File: src/rtl/instruction_fetch_unit.sv
// IF stage and IF/ID register for the 6-stage IITB-RISC pipeline, with squash-flag FSM.
// Optional perf counters enabled by defining FETCH_PERF_COUNTERS_EN.
module instruction_fetch_unit #(
   parameter logic [15:0] RESET_PC  = 16'h0000,
   parameter logic [15:0] NOP_INSTR = 16'h0000
) (
   input  logic        clk,
   input  logic        reset,
   input  logic        stall,
   input  logic        redirect_en,
   input  logic [15:0] redirect_pc,
   input  logic        instr_flush,
   input  logic        instr_flush_2,
   output logic [15:0] imem_addr,
   input  logic [15:0] imem_data,
   output logic [15:0] if_id_instr,
   output logic [15:0] if_id_pc,
   output logic [15:0] if_id_pc_p1,
   output logic        del_instr,
   output logic        del_instr_2,
   output logic [15:0] fetch_count,
   output logic [15:0] squash_count
);

   typedef enum logic {RUN, SQ2} state_e;

   state_e      state_q, state_d;
   logic [15:0] pc_q, pc_d, pc_p1;
   logic [15:0] instr_q, if_pc_q, if_pc_p1_q;
   logic        del_q, del_d, del2_q, del2_d;
   logic        advance, flush_ok;

   always_comb begin
      pc_p1    = pc_q + 16'd1;
      advance  = !stall || redirect_en;
      // A slot that is itself squashed must never request a flush.
      flush_ok = advance && !del_q && !del2_q;

      pc_d = pc_q;
      if (redirect_en)
         pc_d = redirect_pc;
      else if (!stall)
         pc_d = pc_p1;

      state_d = state_q;
      del_d   = del_q;
      del2_d  = del2_q;
      if (advance) begin
         case (state_q)
            RUN: begin
               if (flush_ok && instr_flush_2) begin
                  del_d   = 1'b1;
                  del2_d  = 1'b0;
                  state_d = SQ2;
               end else if (flush_ok && instr_flush) begin
                  del_d  = 1'b1;
                  del2_d = 1'b0;
               end else begin
                  del_d  = 1'b0;
                  del2_d = 1'b0;
               end
            end
            SQ2: begin
               del_d   = 1'b0;
               del2_d  = 1'b1;
               state_d = RUN;
            end
            default: state_d = RUN;
         endcase
      end
   end

   always_ff @(posedge clk) begin
      if (!reset) begin
         pc_q       <= RESET_PC;
         instr_q    <= NOP_INSTR;
         if_pc_q    <= 16'h0000;
         if_pc_p1_q <= 16'h0001;
         del_q      <= 1'b1;
         del2_q     <= 1'b0;
         state_q    <= RUN;
      end else begin
         pc_q    <= pc_d;
         state_q <= state_d;
         del_q   <= del_d;
         del2_q  <= del2_d;
         if (advance) begin
            instr_q    <= imem_data;
            if_pc_q    <= pc_q;
            if_pc_p1_q <= pc_p1;
         end
      end
   end

   assign imem_addr   = pc_q;
   assign if_id_instr = instr_q;
   assign if_id_pc    = if_pc_q;
   assign if_id_pc_p1 = if_pc_p1_q;
   assign del_instr   = del_q;
   assign del_instr_2 = del2_q;

`ifdef FETCH_PERF_COUNTERS_EN
   logic [15:0] fetch_cnt_q, squash_cnt_q;

   // Classify the slot being loaded this edge by its next-state flags.
   always_ff @(posedge clk) begin
      if (!reset) begin
         fetch_cnt_q  <= '0;
         squash_cnt_q <= '0;
      end else if (advance) begin
         if (!del_d && !del2_d)
            fetch_cnt_q <= fetch_cnt_q + 16'd1;
         else
            squash_cnt_q <= squash_cnt_q + 16'd1;
      end
   end

   assign fetch_count  = fetch_cnt_q;
   assign squash_count = squash_cnt_q;
`else
   assign fetch_count  = '0;
   assign squash_count = '0;
`endif

endmodule

File: config.mk
export PLATFORM = sky130hd
export DESIGN_NAME = instruction_fetch_unit
export DESIGN_NICKNAME = d
export VERILOG_FILES = /design/src/rtl/instruction_fetch_unit.sv
export SDC_FILE = /design/constraint.sdc
export NUM_CORES = 1
export LEC_CHECK = 0
export BUFFER_PORTS_ARGS = -buffer_cell sky130_fd_sc_hd__buf_2
export CORE_ASPECT_RATIO = 1.25
export CORE_UTILIZATION = 48
export DETAILED_ROUTE_END_ITERATION = 12
export PLACE_DENSITY = 0.8
export SYNTH_ARGS = -nofsm -noshare
export SYNTH_HDL_FRONTEND = slang
export SYNTH_SLANG_ARGS = --single-unit
export TNS_END_PERCENT = 100
File: constraint.sdc
create_clock -name clk -period 1.9 [get_ports clk]
set_clock_uncertainty 0.05 [all_clocks]
set_input_delay 0.38 -clock clk [delete_from_list [all_inputs] [get_ports clk]]
set_output_delay 0.38 -clock clk [all_outputs]
set_load 0.1 [all_outputs]
==> parameters.txt <==
Parameter                              Value

Finish
  Number of nets in the finished design    509
  Most used cells in the layout excluding fill and tap cells    buf_2, nand2_1, dfxtp_1, a21boi_0, conb_1
  Seq. cell area    1364 µm²
  Final antenna diode count    0
  Share of post-route cells with drive strength above 1    29.89%
  Total non-filler cell area in the finished layout    3815 µm²
  Post-layout util    61.08%
  Fill cell count    605
  Area growth from synthesis to layout    21.04%
  Most common cell after layout, fill and taps aside    buf_2
  Area taken by multi-input logic gates    1539 µm²

Setup path
  Cell type group with the largest total delay on the critical path    simple AND/OR/NAND/NOR gates
  Critical path fanouts, max    16
  Type of origin of the critical path    flop
  Crit path cell chain    nand4_2, nor4_1, xnor2_1, a21oi_1
  Classification of the worst setup path    flop to flop
  Critical Path End Type    flop
  Arrival time at the worst endpoint    1870 ps
  Combined buffer and inverter count along the critical path    0
  CP peak stage delay    490 ps
  Cell with the largest stage delay on the worst path    nor4_1
  Required time of the critical path    2050 ps

Power and ir drop
  Overall power of the completed layout    0.004025 W
  Maximum resistive drop on vdd    730.6 µV
  Clk pwr share    29.7%
  Net switching component of the power    0.001667 W
  Pwr dens    1055 nW/µm²
  Logic gate share of total power    31.2%
  Switch share    41.42%
  Total leakage power    1.702 nW
  Portion of total power attributed to sequential cells    39.1%
  Cell Int Power    0.002358 W

Drt
  Post-Route WL    7.332 mm
  Number of vias after detailed routing    2795
  1st-iter DRT viols    86
  Per-cell via count in the routed design    4.991
  Wire length per cell    13.09 µm
  DRC violation count after routing    0
  Detailed-router iteration count before antenna repair    4
  Post-detailed-route count of antenna-violating nets    0

Synthesis
  Xor-xnor portion of the synthesized cell area    7.781%
  Cell Area, Synth    3152 µm²
  Unique masters post-synth    36
  Register bit total from synthesis    67
  Dominant combinational cell family by area after synthesis    simple AND/OR/NAND/NOR gates
  Synthesized area per cell    8.316 µm²
  Syn. warnings    0
  Mux cell area share after synthesis    0.3176%
  Post-synthesis simple-gate area fraction    18.58%
  Post-synthesis sequential area ratio    42.56%
  Top_reg_cell synth    dfxtp_1
  Cell count after synthesis    379
  Fraction of the mapped netlist area in compound gates    17.86%
  Adder and majority gate portion of the synthesized area    0.3970%
  Number of enable flip-flop cells after synthesis    0
  Async S/R FF share, synth    0%

Flow run
  Max Cap Viol    0

Outcome
  Run status    finished, final reports clean

Clock network
  Skew-Pair Late Insertion Delay    330 ps
  Number of buffers inserted by hold repair at cts    0
  Clock-pin slew on the worst setup and hold paths    70 ps
  Number of levels in the clock H-tree    3
  Root Buffer    clkbuf_8
  Post-CTS Repair Setup Buffers    0
  Total clock buffers created by CTS    9
  Gates resized, CTS repair    0
  Clock buffer depth    2
  TritonCTS clock tree    done
  Clock Sinks    67

GRT
  Overall track demand over capacity in global routing    22.21%
  Total congestion overflow after global routing    0
  Vias in the first global route    2534
  Antenna violations before repair    0
  Maximum number of pins on one net before global-route repair    61
  First-pass GRT wire length    11.67 mm

Place
  Post-DP HPWL    5.065 mm
  Dpl cell area    3617 µm²
  Global placement routability congestion    0.8632
  Number of buffer cells added on primary ports    103
  Worst-case setup slack after placement    237.6 ps

STA
  Number of setup violations in the final report    0
  Slew of the pin with the lowest slew margin    541.4 ps
  Smallest setup slack after layout    176.8 ps
  Final hold violation count    0
  Minimum clock period after layout    1723 ps
  Period Utilization, post-route    90.70%
  Relative slew margins    63.86%
  Fmax    580.3 MHz
  Total count of max-transition violations in the final report    0
  Setup repair after global routing missed its margin    no

Die
  I/O pins    136
  Chip width    74.48 µm
  Height of the die    92.60 µm
  Floorplan core area    6246 µm²
  Die Area    6896 µm²
  Num rows    32
  Effective utilization at floorplan    50.46%

Worst hold path
  Kind of path behind the tightest hold check    primary input to flop
-- worst min-delay path: stages --
cell      delay (ps)
buf_2             90
nand2_1           40
a21boi_0          60
-- flip-flops by register name, indices dropped and copies added, names as in the netlist --
register and cells:
del_instr 1, del_instr_2 1, if_id_instr 16, if_id_pc 16, if_id_pc_p1 16, imem_addr 16, state_q 1
-- power by group through the flow --
stage / logic [W] / clock network, W / registers (W)
6_report: 0.00125 / 0.00120 / 0.00157
4_1_cts: 0.00126 / 0.00121 / 0.00157
2_1_floorplan: 0.000529 / 0 / 0.00220
3_5_place_dp: 0.00126 / 0 / 0.00160
5_1_grt: 0.00131 / 0.00128 / 0.00159
3_3_place_gp: 0.00125 / 0 / 0.00160
-- stage by stage --
step                      cells  hold WS (ps)  TNS [ps]
after floorplan             410         400.7    -49.57
after global placement      544         395.1         0
after detailed placement    544         401.4         0
after CTS                   560         232.4         0
after global routing        560         238.2         0
final                       560         242.4         0
-- path summary, 6_finish.rpt --
path,startpoint,end,slack [ps],cells past startpoint
min reg2reg,if_id_pc[6]$_SDFFE_PN0N_,if_id_pc[6]$_SDFFE_PN0N_,410,2
max,imem_addr[6]$_SDFFE_PN0N_,imem_addr[11]$_SDFFE_PN0N_,180,4
max reg2reg,imem_addr[6]$_SDFFE_PN0N_,imem_addr[11]$_SDFFE_PN0N_,180,4
min,imem_data[12],if_id_instr[12]$_SDFFE_PN0N_,240,3
-- layout make-up --
type                       instances  area share [%]
multi-input combinational        278           40.34
sequential                        67           35.75
timing repair buffer             110           15.55
clock buffer                      14           4.264
tap                               85           2.788
clock inverter                     2          0.9183
inverter                           4          0.3936
-- cell usage after synthesis, drive strengths merged, types with 2 or more instances --
cell type | count | area [µm²]
nand2 | 80 | 300.3
dfxtp | 67 | 1341
buf | 41 | 299.0
a21boi | 35 | 262.8
o21ai | 29 | 145.1
xnor2 | 26 | 227.7
a21oi | 22 | 110.1
clkbuf | 20 | 76.32
nor3 | 8 | 40.04
nor4 | 8 | 71.32
nor2 | 7 | 26.28
nand3 | 5 | 25.02
and2 | 4 | 25.02
inv | 4 | 15.01
nand4 | 4 | 31.28
o211a | 3 | 30.03
nand2b | 2 | 12.51
nand4b | 2 | 17.52
nor2b | 2 | 15.02
or3 | 2 | 12.51
xor2 | 2 | 17.52
-- per-layer routing --
layer	GRT usage (%)	vias to the layer above	part of all wire (%)
met5	0	-	0
met4	10.22	0	2.1
met3	6.855	13	6.8
met2	35.06	118	49
met1	27.14	1287	42
li1	-	1377	-
-- logic make-up after synthesis --
family | count (synthesis)
muxes | 1
xor gates and xnor gates | 28
adders and majority gates | 1
other | 1
buffers and inverters | 65
and+or+nand+nor | 125
DFF | 67
AOI/OAI and AO/OA | 91
Power figures use the tool's default switching activity.
